$ cat config.mk
export PLATFORM = sky130hd
export DESIGN_NAME = sprite_draw_scheduler
export DESIGN_NICKNAME = d
export VERILOG_FILES = /design/src/rtl/sprite_draw_scheduler.sv
export SDC_FILE = /design/constraint.sdc
export NUM_CORES = 1
export LEC_CHECK = 0
export BUFFER_PORTS_ARGS = -buffer_cell sky130_fd_sc_hd__buf_2
export CORE_MARGIN = 2
export CORE_UTILIZATION = 30
export DETAILED_ROUTE_END_ITERATION = 8
export GPL_TIMING_DRIVEN = 0
export PLACE_DENSITY_LB_ADDON = 0.08
export SETUP_SLACK_MARGIN = 0.02
export SLEW_MARGIN = 20
export SYNTH_ARGS = -nofsm -noshare
export SYNTH_HDL_FRONTEND = slang
export SYNTH_SLANG_ARGS = --single-unit
$ cat constraint.sdc
create_clock -name clk -period 9.5 [get_ports clk]
set_input_delay 1.9 -clock clk [delete_from_list [all_inputs] [get_ports clk]]
set_output_delay 1.9 -clock clk [all_outputs]
set_load 0.1 [all_outputs]
$ cat src/rtl/sprite_draw_scheduler.sv
// Per-frame scheduler that time-shares one VGA pixel-write port among N sprite slots.
// Optional macro SCHED_SKIP_STATIC_EN skips erase/redraw of slots that have not moved.
module sprite_draw_scheduler #(
    parameter int unsigned N_SLOTS   = 10,
    parameter int unsigned SPR_W     = 4,
    parameter int unsigned SPR_H     = 4,
    parameter int unsigned SCREEN_W  = 160,
    parameter int unsigned SCREEN_H  = 120,
    parameter logic [2:0]  BG_COLOUR = 3'b000,
    localparam int unsigned SLOT_W   = $clog2(N_SLOTS)
) (
    input  logic              clk,
    input  logic              reset_n,
    input  logic              frame_tick,
    output logic [SLOT_W-1:0] slot_sel,
    input  logic [7:0]        slot_x,
    input  logic [6:0]        slot_y,
    input  logic              slot_vis,
    input  logic [2:0]        slot_colour,
    output logic [7:0]        x_out,
    output logic [6:0]        y_out,
    output logic [2:0]        colour_out,
    output logic              plot,
    output logic              busy,
    output logic              frame_done,
    output logic              overrun
);

    localparam int unsigned COL_W = (SPR_W > 1) ? $clog2(SPR_W) : 1;
    localparam int unsigned ROW_W = (SPR_H > 1) ? $clog2(SPR_H) : 1;
    localparam logic [COL_W-1:0]  COL_MAX   = COL_W'(SPR_W - 1);
    localparam logic [ROW_W-1:0]  ROW_MAX   = ROW_W'(SPR_H - 1);
    localparam logic [SLOT_W-1:0] LAST_SLOT = SLOT_W'(N_SLOTS - 1);
    localparam logic [8:0]        SCR_W9    = 9'(SCREEN_W);
    localparam logic [7:0]        SCR_H8    = 8'(SCREEN_H);

    typedef enum logic [2:0] {StIdle, StLoad, StErase, StDraw, StNext, StDone} state_e;

    state_e             state_q, state_d;
    logic [SLOT_W-1:0]  slot_q, slot_d;
    logic [COL_W-1:0]   col_q, col_d;
    logic [ROW_W-1:0]   row_q, row_d;
    logic [7:0]         cap_x_q, cap_x_d;
    logic [6:0]         cap_y_q, cap_y_d;
    logic               cap_vis_q, cap_vis_d;
    logic [2:0]         cap_col_q, cap_col_d;

    logic [7:0]         prev_x_q [N_SLOTS];
    logic [6:0]         prev_y_q [N_SLOTS];
    logic [N_SLOTS-1:0] prev_valid_q;

    logic               last_pix;
    logic               sweep_d;
    logic               erase_d;
    logic [7:0]         base_x;
    logic [6:0]         base_y;
    logic [8:0]         px9;
    logic [7:0]         py8;

    assign slot_sel   = slot_q;
    assign busy       = (state_q != StIdle);
    assign frame_done = (state_q == StDone);

    always_comb begin
        state_d   = state_q;
        slot_d    = slot_q;
        col_d     = col_q;
        row_d     = row_q;
        cap_x_d   = cap_x_q;
        cap_y_d   = cap_y_q;
        cap_vis_d = cap_vis_q;
        cap_col_d = cap_col_q;
        last_pix  = (col_q == COL_MAX) && (row_q == ROW_MAX);

        unique case (state_q)
            StIdle: begin
                if (frame_tick) begin
                    slot_d  = '0;
                    state_d = StLoad;
                end
            end
            StLoad: begin
                cap_x_d   = slot_x;
                cap_y_d   = slot_y;
                cap_vis_d = slot_vis;
                cap_col_d = slot_colour;
                col_d     = '0;
                row_d     = '0;
                if (prev_valid_q[slot_q]) begin
`ifdef SCHED_SKIP_STATIC_EN
                    if (slot_vis && (slot_x == prev_x_q[slot_q]) && (slot_y == prev_y_q[slot_q]))
                        state_d = StNext;
                    else
                        state_d = StErase;
`else
                    state_d = StErase;
`endif
                end else if (slot_vis) begin
                    state_d = StDraw;
                end else begin
                    state_d = StNext;
                end
            end
            StErase, StDraw: begin
                if (last_pix) begin
                    col_d   = '0;
                    row_d   = '0;
                    state_d = ((state_q == StErase) && cap_vis_q) ? StDraw : StNext;
                end else if (col_q == COL_MAX) begin
                    col_d = '0;
                    row_d = row_q + 1'b1;
                end else begin
                    col_d = col_q + 1'b1;
                end
            end
            StNext: begin
                if (slot_q == LAST_SLOT) begin
                    state_d = StDone;
                end else begin
                    slot_d  = slot_q + 1'b1;
                    state_d = StLoad;
                end
            end
            StDone:  state_d = StIdle;
            default: state_d = StIdle;
        endcase
    end

    // Pixel registers are loaded from next-state values so the first pixel appears
    // in the cycle the sweep state is entered.
    always_comb begin
        erase_d = (state_d == StErase);
        sweep_d = erase_d || (state_d == StDraw);
        base_x  = erase_d ? prev_x_q[slot_q] : cap_x_d;
        base_y  = erase_d ? prev_y_q[slot_q] : cap_y_d;
        px9     = {1'b0, base_x} + 9'(col_d);
        py8     = {1'b0, base_y} + 8'(row_d);
    end

    always_ff @(posedge clk) begin
        if (!reset_n) begin
            state_q      <= StIdle;
            slot_q       <= '0;
            col_q        <= '0;
            row_q        <= '0;
            cap_x_q      <= '0;
            cap_y_q      <= '0;
            cap_vis_q    <= 1'b0;
            cap_col_q    <= '0;
            x_out        <= '0;
            y_out        <= '0;
            colour_out   <= '0;
            plot         <= 1'b0;
            overrun      <= 1'b0;
            prev_valid_q <= '0;
            for (int i = 0; i < N_SLOTS; i++) begin
                prev_x_q[i] <= '0;
                prev_y_q[i] <= '0;
            end
        end else begin
            state_q   <= state_d;
            slot_q    <= slot_d;
            col_q     <= col_d;
            row_q     <= row_d;
            cap_x_q   <= cap_x_d;
            cap_y_q   <= cap_y_d;
            cap_vis_q <= cap_vis_d;
            cap_col_q <= cap_col_d;
            if (sweep_d) begin
                x_out      <= px9[7:0];
                y_out      <= py8[6:0];
                colour_out <= erase_d ? BG_COLOUR : cap_col_d;
            end
            plot    <= sweep_d && (px9 < SCR_W9) && (py8 < SCR_H8);
            overrun <= frame_tick && (state_q != StIdle);
            if (state_q == StNext) begin
                prev_x_q[slot_q]     <= cap_x_q;
                prev_y_q[slot_q]     <= cap_y_q;
                prev_valid_q[slot_q] <= cap_vis_q;
            end
        end
    end

endmodule

; Yosys cells after proc, flatten, opt, wreduce, memory -nomap -nowiden
; Memory sizes are Yosys's and may differ from the RTL's. A register that Yosys moved wholly into a read port is not among the register bits.
; Index checks and enable logic that the tools add are counted.
[totals]
mem_bits_rw = 150
memories = 2
ff_bits = 60
[op_classes]
magnitude_cmp = 4
n_eq_ne = 12
n_reduce_logical = 14
add_sub_neg = 5
mux = 41
[mem_list]
columns = memory, depth, width, rd, rd_clocked_by_memory_dff, wr, line_no
row1 = prev_x_q, 10, 8, 1, 1, 10, 48  ; logic [7:0] prev_x_q [N_SLOTS];
row2 = prev_y_q, 10, 7, 1, 1, 10, 49  ; logic [6:0] prev_y_q [N_SLOTS];
[op_table]
columns = operator, count
row1 = $mux 4, 8
row2 = $mux 3, 8
row3 = $mux 8, 3
row4 = $mux 7, 3
row5 = $eq 3x2->1 const B, 4
row6 = $pmux 3 s4, 1
row7 = $bwmux 10, 1
row8 = $add 8x2->9, 1
row9 = $lt 9x8->1 const B, 1
row10 = $add 7x2->8, 1
row11 = $lt 8x7->1 const B, 1
row12 = $mux 1, 8
row13 = $mux 2, 4
row14 = $pmux 2 s2, 2
row15 = $pmux 4 s2, 1
row16 = $reduce_or 8->1, 1
row17 = $reduce_or 7->1, 1
row18 = $eq 3x3->1 const B, 2
row19 = $logic_and 1x1->1, 6
row20 = $lt 4x5->1 const B, 1
row21 = $add 2x1->2 const B, 2
row22 = $add 4x1->4 const B, 1
row23 = $bmux 1 s4, 1
row24 = $demux 1 s4, 1
row25 = other kinds (11), 13

; Longest topological paths before layout
; Gate-level depths: netlist of run 1.
[logic_depth]
depth_word = 11
depth_mapped = 17
depth_no_buf = 15

; Least setup slack after synthesis of run 1
; OpenSTA, ideal clock, no wires.
[synth_timing]
path_type = input to register
startpoint = input reset_n
endpoint = memory prev_x_q[2][0] (enable)
arrival_ns = 3.775
required_ns = 9.092
path_slack_ns = 5.317
cell_stages = 4
path_cell_list = clkinv_1 > nor2_1 > nand2_1 > o21ai_0
[synth_rtl]
columns = element, line_no
row1 = from (decl), 13  ; input logic reset_n,
row2 = to (decl), 48

==> results of run 1 <==
## cell usage after synthesis, types with 2 or more instances
master,count,area (um^2)
mux4_2,67,1510
nor2b_1,3,18.8
a21oi_1,18,90.1
nor3_1,9,45.0
o41ai_1,2,17.5
edfxtp_1,240,7210
inv_1,24,90.1
fa_1,2,40.0
buf_1,3,11.3
a22o_1,6,52.6
nand2b_1,5,31.3
ha_1,10,125
nand3_1,21,105
or3_1,2,12.5
nand3b_1,3,22.5
nor2_1,94,353
and3_1,4,25.0
nand2_1,77,289
xor2_1,4,35.0
a21o_1,2,15.0
o31ai_1,2,15.0
buf_4,4,30.0
a22oi_1,13,97.6
mux2i_1,30,300
dfxtp_1,64,1280
a31oi_1,5,31.3
a311oi_1,3,26.3
clkbuf_1,27,101
buf_2,13,65.1
o32ai_1,2,17.5
o21ai_1,7,35.0
buf_12,2,40.0
mux2_2,4,45.0
a2111oi_2,2,30.0
and2_1,116,726
a211oi_1,5,37.5
xnor2_1,9,78.8
nand4_1,3,18.8
o21ai_0,22,110
## worst paths after layout
check / startpoint / endpoint / slack (ps)
worst max-delay path: reset_n / prev_x_q[0][3] / 3940
worst min-delay path: y_out[5] / y_out[5] / 450
worst max register to register: flip-flop / plot / 4020
worst min register to register: y_out[5] / y_out[5] / 450
## per-layer routing
layer / global-route usage / wire, um / up-vias
met5: 0 / 0 / -
met4: 0.0428 / 776 / 0
met3: 0.0273 / 1800 / 56
met2: 0.292 / 19200 / 188
met1: 0.243 / 18700 / 4209
li1: - / - / 3760
## sequential cells by signal, indices dropped and copies added, names as in the netlist, 2 cells and up, named ones only
| name | count |
|---|---|
| prev_x_q | 128 |
| prev_y_q | 112 |
| prev_valid_q | 10 |
| cap_x_q | 8 |
| x_out | 8 |
| cap_y_q | 7 |
| y_out | 7 |
| slot_sel | 4 |
| cap_col_q | 3 |
| colour_out | 3 |
| state_q | 3 |
| col_q | 2 |
| row_q | 2 |
## where the power goes
| part | internal, mW | switching [mW] | leakage, nW | total [mW] |
|---|---|---|---|---|
| Combinational | 0.0772 | 0.183 | 2.08 | 0.260 |
| Clock | 0.764 | 0.571 | 0.556 | 1.34 |
| Sequential | 1.46 | 0.0253 | 2.90 | 1.49 |
## worst max-delay path: cells and delay by family
family	cells	cell delay [ps]
and+or+nand+nor	4	3200
buffers and inverters	2	580
## logic make-up (layout without fill, tap and decap cells)
family | after synthesis | count (layout) | synth area share
AO/OA/AOI/OAI | 102 | 102 | 0.0520
XOR/XNOR | 13 | 13 | 0.00846
adder cells (fa/ha/maj) | 12 | 12 | 0.0123
buffers and inverters | 76 | 202 | 0.0266
flip-flops | 304 | 304 | 0.631
multiplexers | 103 | 103 | 0.141
AND/OR/NAND/NOR | 345 | 345 | 0.129
## final cells by class
cell class                      instances  area [um^2]
Fill cell                            4272        28400
Sequential cell                       304         8490
Multi-Input combinational cell        575         4690
Clock buffer                           45          980
Tap cell                              592          741
Timing Repair Buffer                   61          400
Buffer                                 51          264
Clock inverter                         20          148
Inverter                               25         93.8
==> results by group, run 1 <==
Clocking
  – Clock transition at path regs: around 60 ps
  – Hold buffers post-CTS: 0
  – CTS Buf Count: 36
  – Worst skew pair latency: 550 ps
  – # resized after CTS: 0
  – Max H-tree Level: 2
  – Post-CTS Setup Inserts: 0
  – Clock Path Buffers: 3
  – Root buffer cell: clkbuf_16
  – CTS tree: built
  – Clock sink count: about 300

Placement
  – PortBufs: 47
  – HPWL Detailed: 28800 um
  – # placed instances: between 1.5k and 2k
  – Placed inst area: ~15000 um^2
  – RePlAce Congestion: roughly 0.76
  – Setup slack at placement: ~3300 ps

Timing
  – Clock skew: approximately 27 ps
  – Final Hold Viols: 0
  – Setup ws final: between 3000 and 4000 ps
  – Worst-Margin Slew: about 1200 ps
  – Max-slew headroom: 0.203
  – RSZ-0062 raised after global routing: no
  – Sum Neg Setup Slack: 0 ps
  – Tcrit/Tclk final: 0.585
  – F_max: roughly 180 MHz
  – Max-slew violations: 0
  – Final setup viols: 0
  – Min Hold Slack: roughly 450 ps
  – Period minus WS final: approximately 5600 ps

Layout
  – Final net count: between 1k and 1.5k
  – Post-Layout Cell Count: 1673
  – Util after Layout: 0.357
  – Fraction of layout cells with a size suffix above 1: 0.212
  – Final Instance Area: 15800 um^2
  – Commonest non-fill, non-tap cell in the layout: edfxtp_1
  – Ant. Diodes: 0
  – Syn-to-layout area delta: 17.4%
  – Commonest cells after routing, fill and taps aside: edfxtp_1 (240), and2_1 (116), nor2_1 (88)

Synthesis
  – Syn Nets: between 900 and 1k
  – Average cell area after synthesis: 14.1 um^2
  – #FFs+latches synth: 304
  – Synth Flop Type: edfxtp_1
  – Ys Warns: 0
  – Synth Instances: about 960
  – Fraction of registers with async set/reset: 0
  – Distinct cells, synth: 65
  – Cell area after synthesis: between 10000 and 15000 um^2
  – Sequential-to-total area share from yosys stat: 0.631
  – Post-synth EDFFs: 240

Global route
  – Initial antenna violation count: 0
  – First-pass GRT wire length: between 50000 and 60000 um
  – Number of global-route vias before repair: approximately 8.6k
  – Total Routing Usage GR: 0.176
  – Overflow after GRT: 0
  – Largest net degree at the start of global routing: 16

Die
  – IO Count: 48
  – Die ar.: between 40000 and 50000 um^2
  – Core footprint: between 40000 and 50000 um^2
  – Die W: about 220 um
  – Initial Util: 0.304
  – # rows: 77
  – Die height: 216 um

Worst setup path
  – Arr. time, crit path: 5710 ps
  – CP required: a little under 10000 ps
  – Crit-path cells: buf_2 > clkinv_1 > nor2_1 > nand2_1 > nor3_1 > nand2b_1
  – Worst Reg-to-Reg Cells: 15
  – Slowest library cell on the worst path: nor3_1
  – Crit-path max FO: 15
  – Crit-path max cell delay: ~970 ps
  – Setup Crit Path Kind: input pin to flip-flop
  – CP Launch Type: input pin
  – CP Capture Type: flip-flop

Detailed routing
  – DR DRC count: 0
  – Routed via count: about 8k
  – Drt first pass iters: 5
  – Final antenna-violating net count: 0
  – WL/cell: 24.2 um
  – Detailed Route WL: 40500 um
  – Via/cell ratio: just under 5
  – Iter 0 DRT Violations: 628

Pwr
  – Worst vdd ir: about 0.098 mV
  – P per Cell Area: 195 nW/um^2
  – Leak pwr: roughly 5.5 nW
  – Final Power: between 3 and 4 mW

Worst hold path
  – Hold depth: 2
  – Worst min path class: flip-flop to flip-flop

Job
  – Max-cap violations: 0

Outcome
  – Status: complete, no violations
Power figures use the tool's default switching activity.
==> inputs of run 2 (changes only) <==
--- a/config.mk
+++ b/config.mk
@@ -5,6 +5,7 @@
 export SDC_FILE = /design/constraint.sdc
 export NUM_CORES = 1
 export LEC_CHECK = 0
+export ABC_AREA = 1
 export BUFFER_PORTS_ARGS = -buffer_cell sky130_fd_sc_hd__buf_2
 export CORE_MARGIN = 2
 export CORE_UTILIZATION = 30
==> constraint.sdc (replaced) <==
create_clock -name clk -period 5.1 [get_ports clk]
set_input_delay 1.02 -clock clk [delete_from_list [all_inputs] [get_ports clk]]
set_output_delay 1.02 -clock clk [all_outputs]
set_load 0.1 [all_outputs]
==> results by group, run 2 <==
Job
  – Max-cap violations: 0 (unchanged)

Synthesis
  – Synth Flop Type: edfxtp_1 (unchanged)
  – Sequential-to-total area share from yosys stat: 0.628 (was 0.631)
  – Synth Instances: 1392 (was 955)
  – Largest cells by area after synthesis: edfxtp_1 (53%), dfxtp_1 (9.5%), nor2_1 (8.0%) (was edfxtp_1 (54%), mux4_2 (11%), dfxtp_1 (9.5%))
  – Average cell area after synthesis: 9.72 um^2 (was 14.1 um^2)
  – Top cell type's share of synthesized area: 0.533 (was 0.535)
  – Ys Warns: 0 (unchanged)
  – Syn Nets: 1426 (was 989)
  – Synth top cells by count: nor2_1 (287), edfxtp_1 (240), nand2_1 (238) (was edfxtp_1 (240), and2_1 (116), nor2_1 (94))
  – Fraction of registers with async set/reset: 0 (unchanged)
  – Post-synth EDFFs: 240 (unchanged)
  – Distinct cells, synth: 48 (was 65)
  – Cell area after synthesis: 13500 um^2 (about the same)
  – Top cell type by total area after synthesis: edfxtp_1 (unchanged)
  – #FFs+latches synth: 304 (unchanged)
  – Count leader, synth: nor2_1 (was edfxtp_1)

Detailed routing
  – Drt first pass iters: 7 (was 5)
  – DR DRC count: 0 (unchanged)
  – Final antenna-violating net count: 0 (unchanged)
  – Routed via count: 10.5k (was 8213)
  – Iter 0 DRT Violations: 783 (was 628)
  – Detailed Route WL: 49300 um (was 40500 um)
  – Via/cell ratio: 5.01 (was 4.91)
  – WL/cell: 23.4 um (was 24.2 um)

Worst setup path
  – CP Capture Type: flip-flop (unchanged)
  – CP required: 5550 ps (was 9650 ps)
  – Setup Crit Path Kind: flip-flop to flip-flop (was input pin to flip-flop)
  – Most frequent cell on the critical path: nand2_1
  – Worst Path Buf+Inv: 5 (was 2)
  – Crit-path cells: buf_2 > clkbuf_1 > clkbuf_1 > clkbuf_1 > o21ai_0 > o22ai_1 > nand2_1 > nand3_1 > nand3_1 > o21ai_0 > ha_1 > fa_1 > nand3_1 > nor2_2 > nand2_1 > nand2_1 > nand2_1 > nand2_1 > inv_1 > nor2_1 > nor2_2 (was buf_2 > clkinv_1 > nor2_1 > nand2_1 > nor3_1 > nand2b_1)
  – Top cell family by delay on the critical path: buffers and inverters (was simple AND/OR/NAND/NOR gates)
  – FF-to-FF End: plot (unchanged)
  – CP Launch Type: flip-flop (was input pin)
  – Crit-path max FO: 10 (was 15)
  – Crit-path max cell delay: 560 ps (was 970 ps)
  – Slowest library cell on the worst path: clkbuf_1 (was nor3_1)
  – R2r setup slk: 710 ps (was 4020 ps)
  – Arr. time, crit path: 4840 ps (was 5710 ps)
  – Worst Reg-to-Reg Cells: 21 (was 15)

Layout
  – Most flops, register: prev_x_q (unchanged)
  – Commonest cells after routing, fill and taps aside: nor2_1 (283), edfxtp_1 (240), nand2_1 (236) (was edfxtp_1 (240), and2_1 (116), nor2_1 (88))
  – Area of the multi-input gates: 4370 um^2 (was 4690 um^2)
  – FF/Latch Area: 8490 um^2 (unchanged)
  – Fraction of layout cells with a size suffix above 1: 0.113 (was 0.212)
  – Final net count: 1524 (was 1088)
  – Max reg flops: 128 (unchanged)
  – Syn-to-layout area delta: 16.9% (was 17.4%)
  – Post-Layout Cell Count: 2107 (was 1673)
  – Largest regs: prev_x_q: 128 flops, prev_y_q: 112 flops, prev_valid_q: 10 flops (unchanged)
  – Filler Cells Inserted: 4629 (was 4272)
  – Ant. Diodes: 0 (unchanged)
  – Commonest non-fill, non-tap cell in the layout: nor2_1 (was edfxtp_1)

Clocking
  – Clock transition at path regs: 60 ps (about the same)
  – Clock Path Buffers: 3 (unchanged)
  – Clock sink count: 304 (unchanged)
  – Max H-tree Level: 2 (unchanged)
  – Post-CTS Setup Inserts: 0 (unchanged)
  – CTS tree: built (unchanged)
  – Root buffer cell: clkbuf_16 (unchanged)
  – CTS Buf Count: 37 (was 36)
  – Worst skew pair latency: 560 ps (was 550 ps)
  – # resized after CTS: 0 (unchanged)
  – Hold buffers post-CTS: 0 (unchanged)

Die
  – # rows: 77 (unchanged)
  – Die W: 216 um (about the same)
  – IO Count: 48 (unchanged)
  – Die ar.: 46800 um^2 (was 46600 um^2)
  – Die height: 216 um (about the same)
  – Initial Util: 0.305 (was 0.304)
  – Core footprint: 44300 um^2 (was 44200 um^2)

Placement
  – # placed instances: 2043 (was 1608)
  – HPWL Detailed: 33200 um (was 28800 um)
  – RePlAce Congestion: 0.820 (was 0.764)
  – PortBufs: 47 (unchanged)

Timing
  – Period minus WS final: around 4400 ps
  – Max-slew violations: 0 (unchanged)
  – Worst-Margin Slew: 1160 ps (was 1190 ps)
  – RSZ-0062 raised after global routing: no (unchanged)
  – Sum Neg Setup Slack: 0 ps (unchanged)
  – F_max: around 230 MHz
  – Final Hold Viols: 0 (unchanged)
  – Final setup viols: 0 (unchanged)
  – Max-slew headroom: 0.223 (was 0.203)
  – Clock skew: 26.0 ps (was 27.5 ps)
  – Tcrit/Tclk final: 0.861

Pwr
  – Worst vdd ir: 0.216 mV (was 0.0981 mV)
  – Cell-internal power: 4.41 mW (was 2.30 mW)
  – Net Sw Power: 2.06 mW (was 779 uW)
  – Clock power frac: 0.375 (was 0.433)
  – P per Cell Area: 409 nW/um^2 (was 195 nW/um^2)
  – Leak pwr: 5.93 nW (was 5.54 nW)
  – Switching Share: 0.318 (was 0.253)
  – Gate power share: 0.192 (was 0.084)
  – Sequential power share: 0.432 (was 0.483)

Worst hold path
  – Hold endpoint: cap_col_q[1] (was y_out[5])
  – Hold Path Origin: cap_col_q[1] (was y_out[5])
  – Worst min path class: flip-flop to flip-flop (unchanged)
  – Hold depth: 2 (unchanged)

Global route
  – Largest net degree at the start of global routing: 16 (unchanged)
  – Overflow after GRT: 0 (unchanged)
  – First-pass GRT wire length: 71700 um (was 59700 um)
  – Number of global-route vias before repair: 10.4k (was 8602)
  – Total Routing Usage GR: 0.213 (was 0.176)
  – Initial antenna violation count: 0 (unchanged)

Outcome
  – Status: complete, no violations (unchanged)
## run 2: cell types whose count changed after synthesis, moves of 32 or more
cell      delta
o21ai_0     +82
and2_1     -116
nand2_1    +161
mux4_2      -67
nand3_1     +61
nor2_1     +193
clkbuf_1    +32
inv_1       +57
## run 2: power groups by stage
stage	Sequential, mW	Combinational, mW	Clock, mW
3_3_place_gp	2.85	1.25	0
2_1_floorplan	3.05	0.658	0
5_1_grt	2.81	1.37	2.55
4_1_cts	2.80	1.26	2.47
3_5_place_dp	2.85	1.25	0
6_report	2.80	1.24	2.43
## run 2: worst reg2reg max path, delay by kind of cell (launching register included)
family | cells | cell delay [ps]
buffers and inverters | 5 | 1860
flip-flops | 1 | 300
AO/OA/AOI/OAI | 3 | 560
AND/OR/NAND/NOR | 11 | 1040
adder cells (fa/ha/maj) | 2 | 520
## run 2: metrics by stage
| stage | setup slack (ps) | util | hold WS, ps | total power [mW] | cell area, um^2 |
|---|---|---|---|---|---|
| final | 708 | 0.357 | 483 | 6.47 | 15800 |
| after detailed placement | 616 | 0.332 | 469 | 4.11 | 14700 |
| after floorplan | 1520 | - | 444 | 3.71 | 13500 |
| after CTS | 643 | 0.357 | 487 | 6.53 | 15800 |
| after global placement | -1040 | 0.327 | 472 | 4.10 | 14500 |
| after global routing | 375 | 0.357 | 506 | 6.73 | 15800 |
## run 2: worst max-delay path by stage
| stage | startpoint | slack [ps] | endpoint | cells after the start |
|---|---|---|---|---|
| after floorplan | slot_sel[0] | 1520 | plot | 23 |
| after global placement | reset_n | -1040 | prev_y_q[13][6] | 6 |
| after detailed placement | reset_n | 620 | prev_y_q[3][5] | 8 |
| final | flip-flop | 710 | plot | 21 |
| after CTS | flip-flop | 640 | plot | 21 |
| after global routing | flip-flop | 380 | plot | 21 |
## run 2: final cells by class
type	count	area share
clock inverter	15	0.00451
sequential	304	0.537
timing repair buffer	59	0.0261
multi-input combinational	907	0.276
buffer	89	0.0241
inverter	92	0.0218
clock buffer	49	0.0633
tap	592	0.0469
## run 2: per-layer routing
layer / global-route usage / up-vias / share of wire
li1: - / 4968 / -
met1: 0.307 / 5251 / 0.47
met2: 0.336 / 269 / 0.46
met3: 0.0246 / 61 / 0.048
met4: 0.0658 / 0 / 0.026
met5: 0 / - / 0
## run 2: kinds of logic (layout without fill, tap and decap cells)
family | after synthesis | in the layout | synth area share
AOI/OAI and AO/OA | 219 | 219 | 0.0958
xor gates and xnor gates | 3 | 3 | 0.00194
adders and majority gates | 12 | 12 | 0.0122
buffers and inverters | 181 | 304 | 0.0537
DFF | 304 | 304 | 0.628
muxes | 3 | 3 | 0.00222
and+or+nand+nor | 670 | 670 | 0.207
==> inputs of run 3 (changes only) <==
--- a/config.mk
+++ b/config.mk
@@ -7,6 +7,7 @@
 export LEC_CHECK = 0
 export ABC_AREA = 1
 export BUFFER_PORTS_ARGS = -buffer_cell sky130_fd_sc_hd__buf_2
+export CORE_ASPECT_RATIO = 0.75
 export CORE_MARGIN = 2
 export CORE_UTILIZATION = 30
 export DETAILED_ROUTE_END_ITERATION = 8
==> results by group, run 3 (synthesis gave the netlist of run 2 again) <==
Pwr
  – Gate power share: 0.196 (was 0.192)
  – Leak pwr: 5.90 nW (was 5.93 nW)
  – Cell-internal power: 4.40 mW (was 4.41 mW)
  – P per Cell Area: 410 nW/um^2 (was 409 nW/um^2)
  – Sequential power share: 0.433 (was 0.432)
  – Worst vdd ir: 0.255 mV (was 0.216 mV)
  – Final Power: 6.46 mW (was 6.47 mW)
  – Net Sw Power: 2.06 mW (about the same)
  – Switching Share: 0.318 (about the same)
  – Clock power frac: 0.371 (was 0.375)

Detailed routing
  – DR DRC count: 0 (unchanged)
  – Iter 0 DRT Violations: 921 (was 783)
  – WL/cell: 23.4 um (about the same)
  – Routed via count: 10.5k (about the same)
  – Drt first pass iters: 6 (was 7)
  – Final antenna-violating net count: 0 (unchanged)
  – Detailed Route WL: 49000 um (was 49300 um)
  – Via/cell ratio: 5.01 (about the same)

Timing
  – Max-slew headroom: 0.244 (was 0.223)
  – Period minus WS final: 4670 ps (was 4390 ps)
  – Sum Neg Setup Slack: 0 ps (unchanged)
  – F_max: 214 MHz (was 228 MHz)
  – Final setup viols: 0 (unchanged)
  – Final Hold Viols: 0 (unchanged)
  – RSZ-0062 raised after global routing: no (unchanged)
  – Worst-Margin Slew: 1130 ps (was 1160 ps)
  – Tcrit/Tclk final: 0.916 (was 0.861)
  – Max-slew violations: 0 (unchanged)
  – Clock skew: 16.2 ps (was 26.0 ps)
  – Setup ws final: 426 ps (was 708 ps)
  – Min Hold Slack: 486 ps (was 483 ps)

Layout
  – Commonest cells after routing, fill and taps aside: nor2_1 (283), edfxtp_1 (240), nand2_1 (238) (was nor2_1 (283), edfxtp_1 (240), nand2_1 (236))
  – FF/Latch Area: 8490 um^2 (unchanged)
  – Filler Cells Inserted: 4575 (was 4629)
  – Area of the multi-input gates: 4360 um^2 (was 4370 um^2)
  – Most flops, register: prev_x_q (unchanged)
  – Ant. Diodes: 0 (unchanged)
  – Post-Layout Cell Count: 2096 (was 2107)
  – Largest regs: prev_x_q: 128 flops, prev_y_q: 112 flops, prev_valid_q: 10 flops (unchanged)
  – Fraction of layout cells with a size suffix above 1: 0.109 (was 0.113)
  – Final Instance Area: 15700 um^2 (was 15800 um^2)
  – Final net count: 1519 (was 1524)
  – Max reg flops: 128 (unchanged)
  – Commonest non-fill, non-tap cell in the layout: nor2_1 (unchanged)
  – Syn-to-layout area delta: 16.4% (was 16.9%)
  – Util after Layout: 0.353 (was 0.357)

Worst hold path
  – Worst min path class: flip-flop to flip-flop (unchanged)
  – Hold depth: 2 (unchanged)

Die
  – IO Count: 48 (unchanged)
  – Initial Util: 0.303 (was 0.305)
  – Die W: 249 um (was 216 um)
  – Core footprint: 44600 um^2 (was 44300 um^2)
  – Die ar.: 46800 um^2 (about the same)
  – Die height: 188 um (was 216 um)
  – # rows: 67 (was 77)

Clocking
  – CTS tree: built (unchanged)
  – Root buffer cell: clkbuf_16 (unchanged)
  – Clock transition at path regs: 60 ps (about the same)
  – Clock sink count: 304 (unchanged)
  – CTS Buf Count: 34 (was 37)
  – Clock Path Buffers: 3 (unchanged)
  – Worst skew pair latency: 540 ps (was 560 ps)
  – Post-CTS Setup Inserts: 0 (unchanged)
  – Max H-tree Level: 2 (unchanged)

Placement
  – # placed instances: 2035 (was 2043)
  – Setup slack at placement: 228 ps (was 616 ps)
  – PortBufs: 47 (unchanged)
  – HPWL Detailed: 33200 um (about the same)
  – Placed inst area: 14700 um^2 (about the same)
  – RePlAce Congestion: 0.814 (was 0.820)

Worst setup path
  – CP Capture Type: flip-flop (unchanged)
  – CP required: 5520 ps (was 5550 ps)
  – Worst Reg-to-Reg Cells: 22 (was 21)
  – CP Launch Type: flip-flop (unchanged)
  – Setup Crit Path Kind: flip-flop to flip-flop (unchanged)
  – Arr. time, crit path: 5090 ps (was 4840 ps)
  – Crit-path max FO: 10 (unchanged)

Global route
  – Initial antenna violation count: 1 (was 0)
  – Total Routing Usage GR: 0.210 (was 0.213)
  – Largest net degree at the start of global routing: 16 (unchanged)
  – First-pass GRT wire length: 71000 um (was 71700 um)
  – Number of global-route vias before repair: 10.1k (was 10.4k)
  – Overflow after GRT: 0 (unchanged)

Job
  – Max-cap violations: 0 (unchanged)

Outcome
  – Status: complete, no violations (unchanged)
run 3: area by class of cell:
cell class / instances / area share
plain buffers: 89 / 0.0242
clock buffers: 52 / 0.0643
clock inverters: 9 / 0.00239
inverters: 92 / 0.0219
multi-input cells: 907 / 0.277
flip-flops and latches: 304 / 0.539
well taps: 586 / 0.0466
repair buffers: 57 / 0.0239
run 3: worst paths after layout:
kind	end	slack, ps	start
min	prev_valid_q[9]	490	cap_vis_q
max reg2reg	plot	430	flip-flop
max	plot	430	flip-flop
min reg2reg	prev_valid_q[9]	490	cap_vis_q
run 3: timing repair:
action                                  in CTS  in global routing
hold buffers                                 0                  0
endpoints found under the hold margin        0                  0
gates resized for setup                      0                  2
endpoints found under the setup margin       0                  1
run 3: routing by layer:
layer	track usage	wire length [um]	vias up
li1	-	-	4951
met1	0.338	25600	5173
met2	0.287	19700	311
met3	0.0343	2810	58
met4	0.0477	920	0
met5	0	0	-
run 3: critical path, cell delays in order, from the launching register on:
cell      delay, ps
dfxtp_1         290
buf_2           180
inv_2           240
buf_4           270
buf_2           270
buf_2           310
clkbuf_1        510
nand2_1         100
a32o_1          240
o211ai_1        250
nand3_1         170
o21ai_0         340
ha_1            370
a21oi_1         140
inv_1            80
nand3_1         120
nor2_2           50
nand3b_1         90
nand2_1         130
nor2_1          120
nand2_1          50
nand2_1         180
nor2_2           40
run 3: power groups by stage:
stage	sequential (mW)	combinational, mW	clock (mW)
2_1_floorplan	3.05	0.658	0
3_3_place_gp	2.85	1.26	0
3_5_place_dp	2.85	1.26	0
4_1_cts	2.79	1.27	2.45
5_1_grt	2.80	1.38	2.54
6_report	2.79	1.27	2.40
